===== config.mk =====
export PLATFORM = sky130hd
export DESIGN_NAME = pipe_ctrl_flat
export DESIGN_NICKNAME = d
export VERILOG_FILES = /design/src/rtl/pipe_ctrl_if.sv /design/src/rtl/pipe_ctrl.sv /design/src/flat_wrapper.sv
export SDC_FILE = /design/constraint.sdc
export NUM_CORES = 1
export LEC_CHECK = 0
export BUFFER_PORTS_ARGS = -buffer_cell sky130_fd_sc_hd__buf_4
export CAP_MARGIN = 20
export CORE_MARGIN = 2
export CORE_UTILIZATION = 48
export DETAILED_ROUTE_END_ITERATION = 7
export PLACE_DENSITY = 0.86
export SLEW_MARGIN = 10
export SYNTH_ARGS = -nofsm -noshare
export SYNTH_HDL_FRONTEND = slang
export SYNTH_SLANG_ARGS = --single-unit

===== constraint.sdc =====
create_clock -name clk -period 2.5 [get_ports clk]
set_input_delay 0.25 -clock clk [delete_from_list [all_inputs] [get_ports clk]]
set_output_delay 0.25 -clock clk [all_outputs]
set_load 0.005 [all_outputs]

===== src/rtl/pipe_ctrl_if.sv =====
// Stall/flush handshake bundle between the pipeline stages and pipe_ctrl.
// master = pipeline side (drives requests), slave = pipe_ctrl.
interface pipe_ctrl_if;
  logic        stallreq_if;
  logic        stallreq_id;
  logic        stallreq_ex;
  logic        stallreq_mem;
  logic        br;
  logic [31:0] br_target;
  logic [4:0]  stall;
  logic [4:0]  flush;
  logic        redirect_valid;
  logic [31:0] redirect_pc;
  logic [31:0] perf_stall_cnt;
  logic [31:0] perf_flush_cnt;

  modport master (
    output stallreq_if, stallreq_id, stallreq_ex, stallreq_mem, br, br_target,
    input  stall, flush, redirect_valid, redirect_pc, perf_stall_cnt, perf_flush_cnt
  );

  modport slave (
    input  stallreq_if, stallreq_id, stallreq_ex, stallreq_mem, br, br_target,
    output stall, flush, redirect_valid, redirect_pc, perf_stall_cnt, perf_flush_cnt
  );
endinterface


===== src/rtl/pipe_ctrl.sv =====
// Stall/flush sequencer for the five-stage pipeline: deferred-branch replay and IF/ID refill window.
// Optional performance counters are enabled with `define PIPE_CTRL_PERF_EN.
module pipe_ctrl #(
  parameter int REFILL_CYCLES = 1
) (
  input  logic         clk,
  input  logic         rst_n,
  pipe_ctrl_if.slave   bus
);
  typedef enum logic [1:0] {ST_RUN, ST_PEND, ST_REFILL} state_e;

  localparam logic [3:0] REFILL_INIT  = 4'(REFILL_CYCLES);
  localparam state_e     REFILL_ENTRY = (REFILL_CYCLES == 0) ? ST_RUN : ST_REFILL;

  state_e      state, state_next;
  logic [3:0]  rc, rc_next;
  logic [31:0] pend_pc, pend_next;

  logic [4:0]  base_stall, base_flush;
  logic [4:0]  stall, flush;
  logic        redirect_valid;
  logic [31:0] redirect_pc;
  logic        deep, any_req;

  assign deep    = bus.stallreq_mem | bus.stallreq_ex;
  assign any_req = deep | bus.stallreq_id | bus.stallreq_if;

  // Deepest request wins: it holds its own stage and everything upstream.
  always_comb begin
    // NOTE: every combinational output gets a default first so no path leaves it unassigned (no latch).
    base_stall = 5'b00000;
    base_flush = 5'b00000;
    if (bus.stallreq_mem) begin
      base_stall = 5'b01111;
      base_flush = 5'b10000;
    end else if (bus.stallreq_ex) begin
      base_stall = 5'b00111;
      base_flush = 5'b01000;
    end else if (bus.stallreq_id) begin
      base_stall = 5'b00011;
      base_flush = 5'b00100;
    end else if (bus.stallreq_if) begin
      base_stall = 5'b00001;
      base_flush = 5'b00010;
    end
  end

  always_ff @(posedge clk or negedge rst_n) begin
    if (!rst_n) begin
      state   <= ST_RUN;
      rc      <= 4'd0;
      pend_pc <= 32'd0;
    end else begin
      // NOTE: sequential state uses non-blocking assignments so all flops update from pre-edge values.
      state   <= state_next;
      rc      <= rc_next;
      pend_pc <= pend_next;
    end
  end

  always_comb begin
    state_next = state;
    rc_next    = rc;
    pend_next  = pend_pc;
    unique case (state)
      ST_RUN, ST_REFILL: begin
        if (bus.br) begin
          if (deep) begin
            state_next = ST_PEND;
            pend_next  = bus.br_target;
          end else begin
            state_next = REFILL_ENTRY;
            rc_next    = REFILL_INIT;
          end
        end else if (state == ST_REFILL && !any_req) begin
          if (rc <= 4'd1) begin
            state_next = ST_RUN;
            rc_next    = 4'd0;
          end else begin
            rc_next = rc - 4'd1;
          end
        end
      end
      ST_PEND: begin
        // The branch is still held in EX, so a repeated br here is the same branch.
        if (!deep) begin
          state_next = REFILL_ENTRY;
          rc_next    = REFILL_INIT;
        end
      end
      default: state_next = ST_RUN;
    endcase
  end

  always_comb begin
    stall          = base_stall;
    flush          = base_flush;
    redirect_valid = 1'b0;
    redirect_pc    = 32'd0;
    unique case (state)
      ST_RUN, ST_REFILL: begin
        if (state == ST_REFILL && !base_stall[1]) flush[1] = 1'b1;
        if (bus.br && !deep) begin
          redirect_valid = 1'b1;
          redirect_pc    = bus.br_target;
          flush[2:1]     = 2'b11;
          stall[1:0]     = 2'b00;
        end
      end
      ST_PEND: begin
        if (!deep) begin
          redirect_valid = 1'b1;
          redirect_pc    = pend_pc;
          flush[2:1]     = 2'b11;
          stall[1:0]     = 2'b00;
        end
      end
      default: ;
    endcase
    // NOTE: outputs are gated by rst_n so they read zero immediately in reset, not only after state clears.
    if (!rst_n) begin
      stall          = 5'b00000;
      flush          = 5'b00000;
      redirect_valid = 1'b0;
      redirect_pc    = 32'd0;
    end
  end

  assign bus.stall          = stall;
  assign bus.flush          = flush;
  assign bus.redirect_valid = redirect_valid;
  assign bus.redirect_pc    = redirect_pc;

`ifdef PIPE_CTRL_PERF_EN
  logic [31:0] stall_cnt, flush_cnt;

  always_ff @(posedge clk or negedge rst_n) begin
    if (!rst_n) begin
      stall_cnt <= 32'd0;
      flush_cnt <= 32'd0;
    end else begin
      if (stall[0])       stall_cnt <= stall_cnt + 32'd1;
      if (redirect_valid) flush_cnt <= flush_cnt + 32'd1;
    end
  end

  assign bus.perf_stall_cnt = stall_cnt;
  assign bus.perf_flush_cnt = flush_cnt;
`else
  assign bus.perf_stall_cnt = 32'd0;
  assign bus.perf_flush_cnt = 32'd0;
`endif
endmodule

===== src/flat_wrapper.sv =====
// flat-port wrapper written by rule: the top's interface ports become plain ports
module pipe_ctrl_flat 
#(
  parameter int REFILL_CYCLES = 1
)
  (clk, rst_n, bus_stallreq_if, bus_stallreq_id, bus_stallreq_ex, bus_stallreq_mem, bus_br, bus_br_target, bus_stall, bus_flush, bus_redirect_valid, bus_redirect_pc, bus_perf_stall_cnt, bus_perf_flush_cnt);
  pipe_ctrl_if bus_i ();
  input  logic clk;
  input  logic rst_n;
  input wire logic [$bits(bus_i.stallreq_if)-1:0] bus_stallreq_if;
  input wire logic [$bits(bus_i.stallreq_id)-1:0] bus_stallreq_id;
  input wire logic [$bits(bus_i.stallreq_ex)-1:0] bus_stallreq_ex;
  input wire logic [$bits(bus_i.stallreq_mem)-1:0] bus_stallreq_mem;
  input wire logic [$bits(bus_i.br)-1:0] bus_br;
  input wire logic [$bits(bus_i.br_target)-1:0] bus_br_target;
  output wire logic [$bits(bus_i.stall)-1:0] bus_stall;
  output wire logic [$bits(bus_i.flush)-1:0] bus_flush;
  output wire logic [$bits(bus_i.redirect_valid)-1:0] bus_redirect_valid;
  output wire logic [$bits(bus_i.redirect_pc)-1:0] bus_redirect_pc;
  output wire logic [$bits(bus_i.perf_stall_cnt)-1:0] bus_perf_stall_cnt;
  output wire logic [$bits(bus_i.perf_flush_cnt)-1:0] bus_perf_flush_cnt;
  assign bus_i.stallreq_if = bus_stallreq_if;
  assign bus_i.stallreq_id = bus_stallreq_id;
  assign bus_i.stallreq_ex = bus_stallreq_ex;
  assign bus_i.stallreq_mem = bus_stallreq_mem;
  assign bus_i.br = bus_br;
  assign bus_i.br_target = bus_br_target;
  assign bus_stall = bus_i.stall;
  assign bus_flush = bus_i.flush;
  assign bus_redirect_valid = bus_i.redirect_valid;
  assign bus_redirect_pc = bus_i.redirect_pc;
  assign bus_perf_stall_cnt = bus_i.perf_stall_cnt;
  assign bus_perf_flush_cnt = bus_i.perf_flush_cnt;
  pipe_ctrl #(.REFILL_CYCLES(REFILL_CYCLES)) u_core (.clk(clk), .rst_n(rst_n), .bus(bus_i));
endmodule

-- Word level (Yosys, flattened, before mapping)
Cells that the tools add are included.
- output and inout port bits: 107
- bits of input ports: 39
- register bits: 38
- reduce and logical (&&, ||, !) cells: 12
- magnitude comparators: 1
- mux-type cells: 36
- bitwise operators: 3
- equal/unequal tests: 5
- $add $sub $neg: 1
- operators by type and width (operator ; number):
    two-way mux 32 bit ; 3
    one-hot mux 32 bit (2 select lines) ; 1
    two-way mux 5 bit ; 8
    two-way mux 2 bit ; 10
    two-way mux 4 bit ; 4
    one-hot mux 2 bit (2 select lines) ; 3
    one-hot mux 4 bit (2 select lines) ; 1
    inequality test 3 x 2 -> 1 bit (second input constant) ; 2
    AND reduction 3 bit ; 2
    two-way mux 1 bit ; 5
    <= comparator 4 x 1 -> 1 bit (second input constant) ; 1
    subtractor 4 x 1 -> 4 bit (second input constant) ; 1
    logical AND 1 bit ; 3
    logical NOT 1 bit ; 3
    OR 1 bit ; 3
    == test 2 x 1 -> 1 bit (second input constant) ; 1
    == test 2 bit (second input constant) ; 1
    logical NOT 2 bit ; 1
    inequality test 2 bit (second input constant) ; 1
    one-hot mux 1 bit (2 select lines) ; 1
    AND reduction 2 bit ; 1
    nonzero test 2 bit ; 1
    OR reduction 2 bit ; 1

-- Depth between registers and ports, before layout
- depth in word-level cells: 10
- mapped depth: 6
- mapped depth without buffers: 6

-- Worst setup path before layout
Ideal clock, no wire load.
- path type: register to output
- start point: reg u_core.state[0]
- end point: out bus_redirect_pc[22]
- setup slack: 1046 ps
- stages on the path, launching flop included: 6
- arrival: 1204 ps
- cells stage by stage: dfrtp_1 nand2b_4 nor3_2 buf_4 a22oi_1 nor2_1
- cells in the longest elaborated chain, start to end: 4
- elaborated cells on any way between the ends: 6
- those cells by class: eq/ne: 2; mux: 2; reduce/logical: 2
- RTL lines (element ; line ; text):
    start, declared ; pipe_ctrl.sv:15 ; state_e state, state_next;
    start signal, assigned ; pipe_ctrl.sv:55 ; state <= state_next;
    == test 2 bit / logical NOT 2 bit (equally long branches) ; pipe_ctrl.sv:100 ; unique case (state)
    OR reduction 2 bit ; pipe_ctrl.sv:100 ;
    one-hot mux 32 bit (2 select lines) * ; pipe_ctrl.sv:100 ;
    two-way mux 32 bit * ; pipe_ctrl.sv:121 ; if (!rst_n) begin
    end, declared ; flat_wrapper.sv:19 ; output wire logic [$bits(bus_i.redirect_pc)-1:0] bus_redirect_pc;
Mark *: on every way between the ends. The rest lies on a longest branch, timed or not.

-- Worst setup path after layout
- start point: reg u_core.state[1]
- end point: out bus_redirect_pc[0]
Same word-level chain as after synthesis.

==> qor.yml <==
post-route-period-util: 0.826
yosys_warnings: 0
core_sq_um: 5170
synthCells: 268
nets: 386
worstPathMaxFanout: 33
synthTopCellsByCount: "buf_4 (76), nor2_1 (40), dfrtp_1 (38)"
power_density_nw_per_um2: 594
hold_violations: 0
grt_max_degree: 46
cts_hold_buf: 0
clock_path_buffers: 2
crit_path_frequent_cell: "buf_4"
max_freq_mhz: 484
hold_class: "input port to async pin"
setup_violations: 0
cpLargestDelayFamily: "simple AND/OR/NAND/NOR gates"
htree_levels: 2
ys_seq_area_frac: 0.365
drt_first_pass_iters: 4
slowest_delay_ps: 420
tns_ps: 0
antenna_found_initial: 0
placementRows: 26
dieArea_sq_um: 6030
fillCellCount: 439
async_reset_ff_frac: 1.00
area_growth_pct: 19.7
wl_per_cell_microns: 13.2
p_leak_nw: 1.51
die_h_microns: 77.7
end_kind: "output pin"
postRouteAntennaNets: 0
cap_violations: 0
worstSetupPathType: "register to output pin"
drt_iter0_drc: 72
min_period_ps: 2070
skew_ps: 9.51
crit_chain: "nand2b_1, nor3_4, buf_4, a22oi_1, nor2_1, buf_4"
crit_buf_inv: 2
grt_pass1_wl_mm: 8.73
ys_seq_elements: 38
fp.dieW_microns: 77.7
place.gp.congestion: 0.745
pin_count: 146
vias: 2054
vias_per_cell: 4.95
port_buffers: 79
wl_mm: 5.48
worstSetupStartpointType: "register"
overflow: 0
root_buffer: "clkbuf_8"
yosysUniqueCellTypes: 35
hpwl_mm: 4.04
peakVddDrop_uv: 346
ctsResizeCount: 0
clk-insertion-delay-late_ps: 280
cts_sinks: 38
power_w: 0.00185
track_usage: 0.177
cp_slowest_cell: "dfrtp_1"
numCtsBuffers: 5
drc: 0
tightest_slew_ps: 503
worstPathArrival_ps: 1820
postCtsSetupBuffers: 0
syn_area_sq_um: 2600
final-max-slew-violation-count: 0
synth_edf_count: 0
status: "complete, no violations"
drive_gt1_frac: 0.368
synth_most_common_cell: "buf_4"
diodes: 0
clk_pin_slew_worst_paths_ps: 80
start_util: 0.503
synth_top_cell_area_share: 0.365
ys.flop_type: "dfrtp_1"
critPathRequiredTime_ps: 2250
rsz0062_at_grt: "false"
grt_pass1_vias: 1853
slew_headroom: 0.660
syn_avg_cell_area_sq_um: 9.72
yosys.area.top_type: "dfrtp_1"
synth_area_leaders: "dfrtp_1 (37%), buf_4 (22%), mux2_2 (13%), a22oi_1 (9.2%), nor2_1 (5.8%)"
tritoncts: "done"
[final cells by class]
type / instances / area (sq um) / area share
multi-input cells: 212 / 1310 / 0.419
inverters: 4 / 15.0 / 0.00482
clock buffers: 6 / 82.6 / 0.0265
flip-flops and latches: 38 / 951 / 0.305
clock inverters: 1 / 30.0 / 0.00964
repair buffers: 84 / 643 / 0.206
well taps: 70 / 87.6 / 0.0281
[where the power goes]
| group | leakage, nW | switching [W] | internal, W |
|---|---|---|---|
| Clock | 0.0573 | 0.000200 | 0.000319 |
| Sequential | 0.450 | 0.0000913 | 0.000770 |
| Combinational | 1.00 | 0.000212 | 0.000257 |
[worst register-to-register path: stages (launching register included)]
cell	delay, ps
dfrtp_1	460
nand2b_4	200
nor2_4	340
buf_12	230
mux2_2	360
[placed cells by master, fill, tap and decap left out]
cell type,synthesis,final
nor4_1,1,1
nor2_1,40,40
a21boi_0,2,2
o311ai_1,1,1
inv_1,4,4
a22o_1,1,1
nor2_4,2,2
o21ai_0,3,3
and3_1,1,1
a31o_2,1,1
a2bb2oi_1,1,1
o31ai_1,2,2
a21o_1,1,1
and2_1,2,2
mux2_1,2,2
clkbuf_8,0,6
a21oi_1,2,2
nor3b_1,1,1
conb_1,1,66
dfrtp_1,38,38
nand2b_4,1,1
nor3_4,1,2
nor2b_1,1,1
buf_4,76,83
nand4_1,1,1
nand2_1,7,7
o21bai_1,2,2
bufinv_16,0,1
and3b_1,1,1
nand2b_1,1,1
a22oi_1,32,32
ha_1,2,2
mux2_2,30,30
buf_12,0,1
nor3_1,3,3
[flip-flops by register name (all words and copies together), names as in the netlist]
signal	count
u_core.rc	4
u_core.state	2
u_core.pend_pc	32
[per-stage QoR]
step / cells / area (sq um) / hold slack, ps / utilization / worst slack, ps
global placement: 408 / 3000 / 363 / 0.581 / 765
floorplan: 333 / 2850 / -45.6 / - / 1050
global route: 415 / 3120 / 89.0 / 0.602 / 299
CTS: 415 / 3120 / 57.2 / 0.602 / 425
finish: 415 / 3120 / 49.4 / 0.602 / 434
detailed placement: 408 / 3000 / 367 / 0.581 / 742
[layer usage]
layer,wire length (microns),share of wire,up-vias,GRT usage
met2,2830,0.52,108,0.302
met5,0,0,-,0
li1,-,-,946,-
met1,2140,0.39,994,0.228
met3,454,0.083,6,0.0360
met4,58,0.011,0,0.0482
[logic make-up (layout without fill, tap and decap cells)]
family | Yosys count | after routing | share of synthesized area
other | 1 | 66 | 0.00144
buffers and inverters | 83 | 95 | 0.229
AO/OA/AOI/OAI | 48 | 48 | 0.136
adder cells (fa/ha/maj) | 2 | 2 | 0.00961
AND/OR/NAND/NOR | 64 | 64 | 0.121
flip-flops | 38 | 38 | 0.365
multiplexers | 32 | 32 | 0.138
[final timing paths]
path / end / slack [ps] / startpoint / depth (start not counted)
setup / recovery: bus_redirect_pc[0] / 430 / u_core.state[1] / 6
hold / removal: u_core.rc[2] / 50 / rst_n / 2
setup reg to reg: u_core.pend_pc[21] / 800 / u_core.state[0] / 4
hold reg to reg: u_core.pend_pc[2] / 510 / u_core.pend_pc[2] / 1
max in group asynchronous: u_core.rc[3] / 2090 / rst_n / 2
min in group clk: u_core.pend_pc[2] / 210 / bus_br_target[2] / 2
Note: power is estimated with default switching activity, not from simulation.
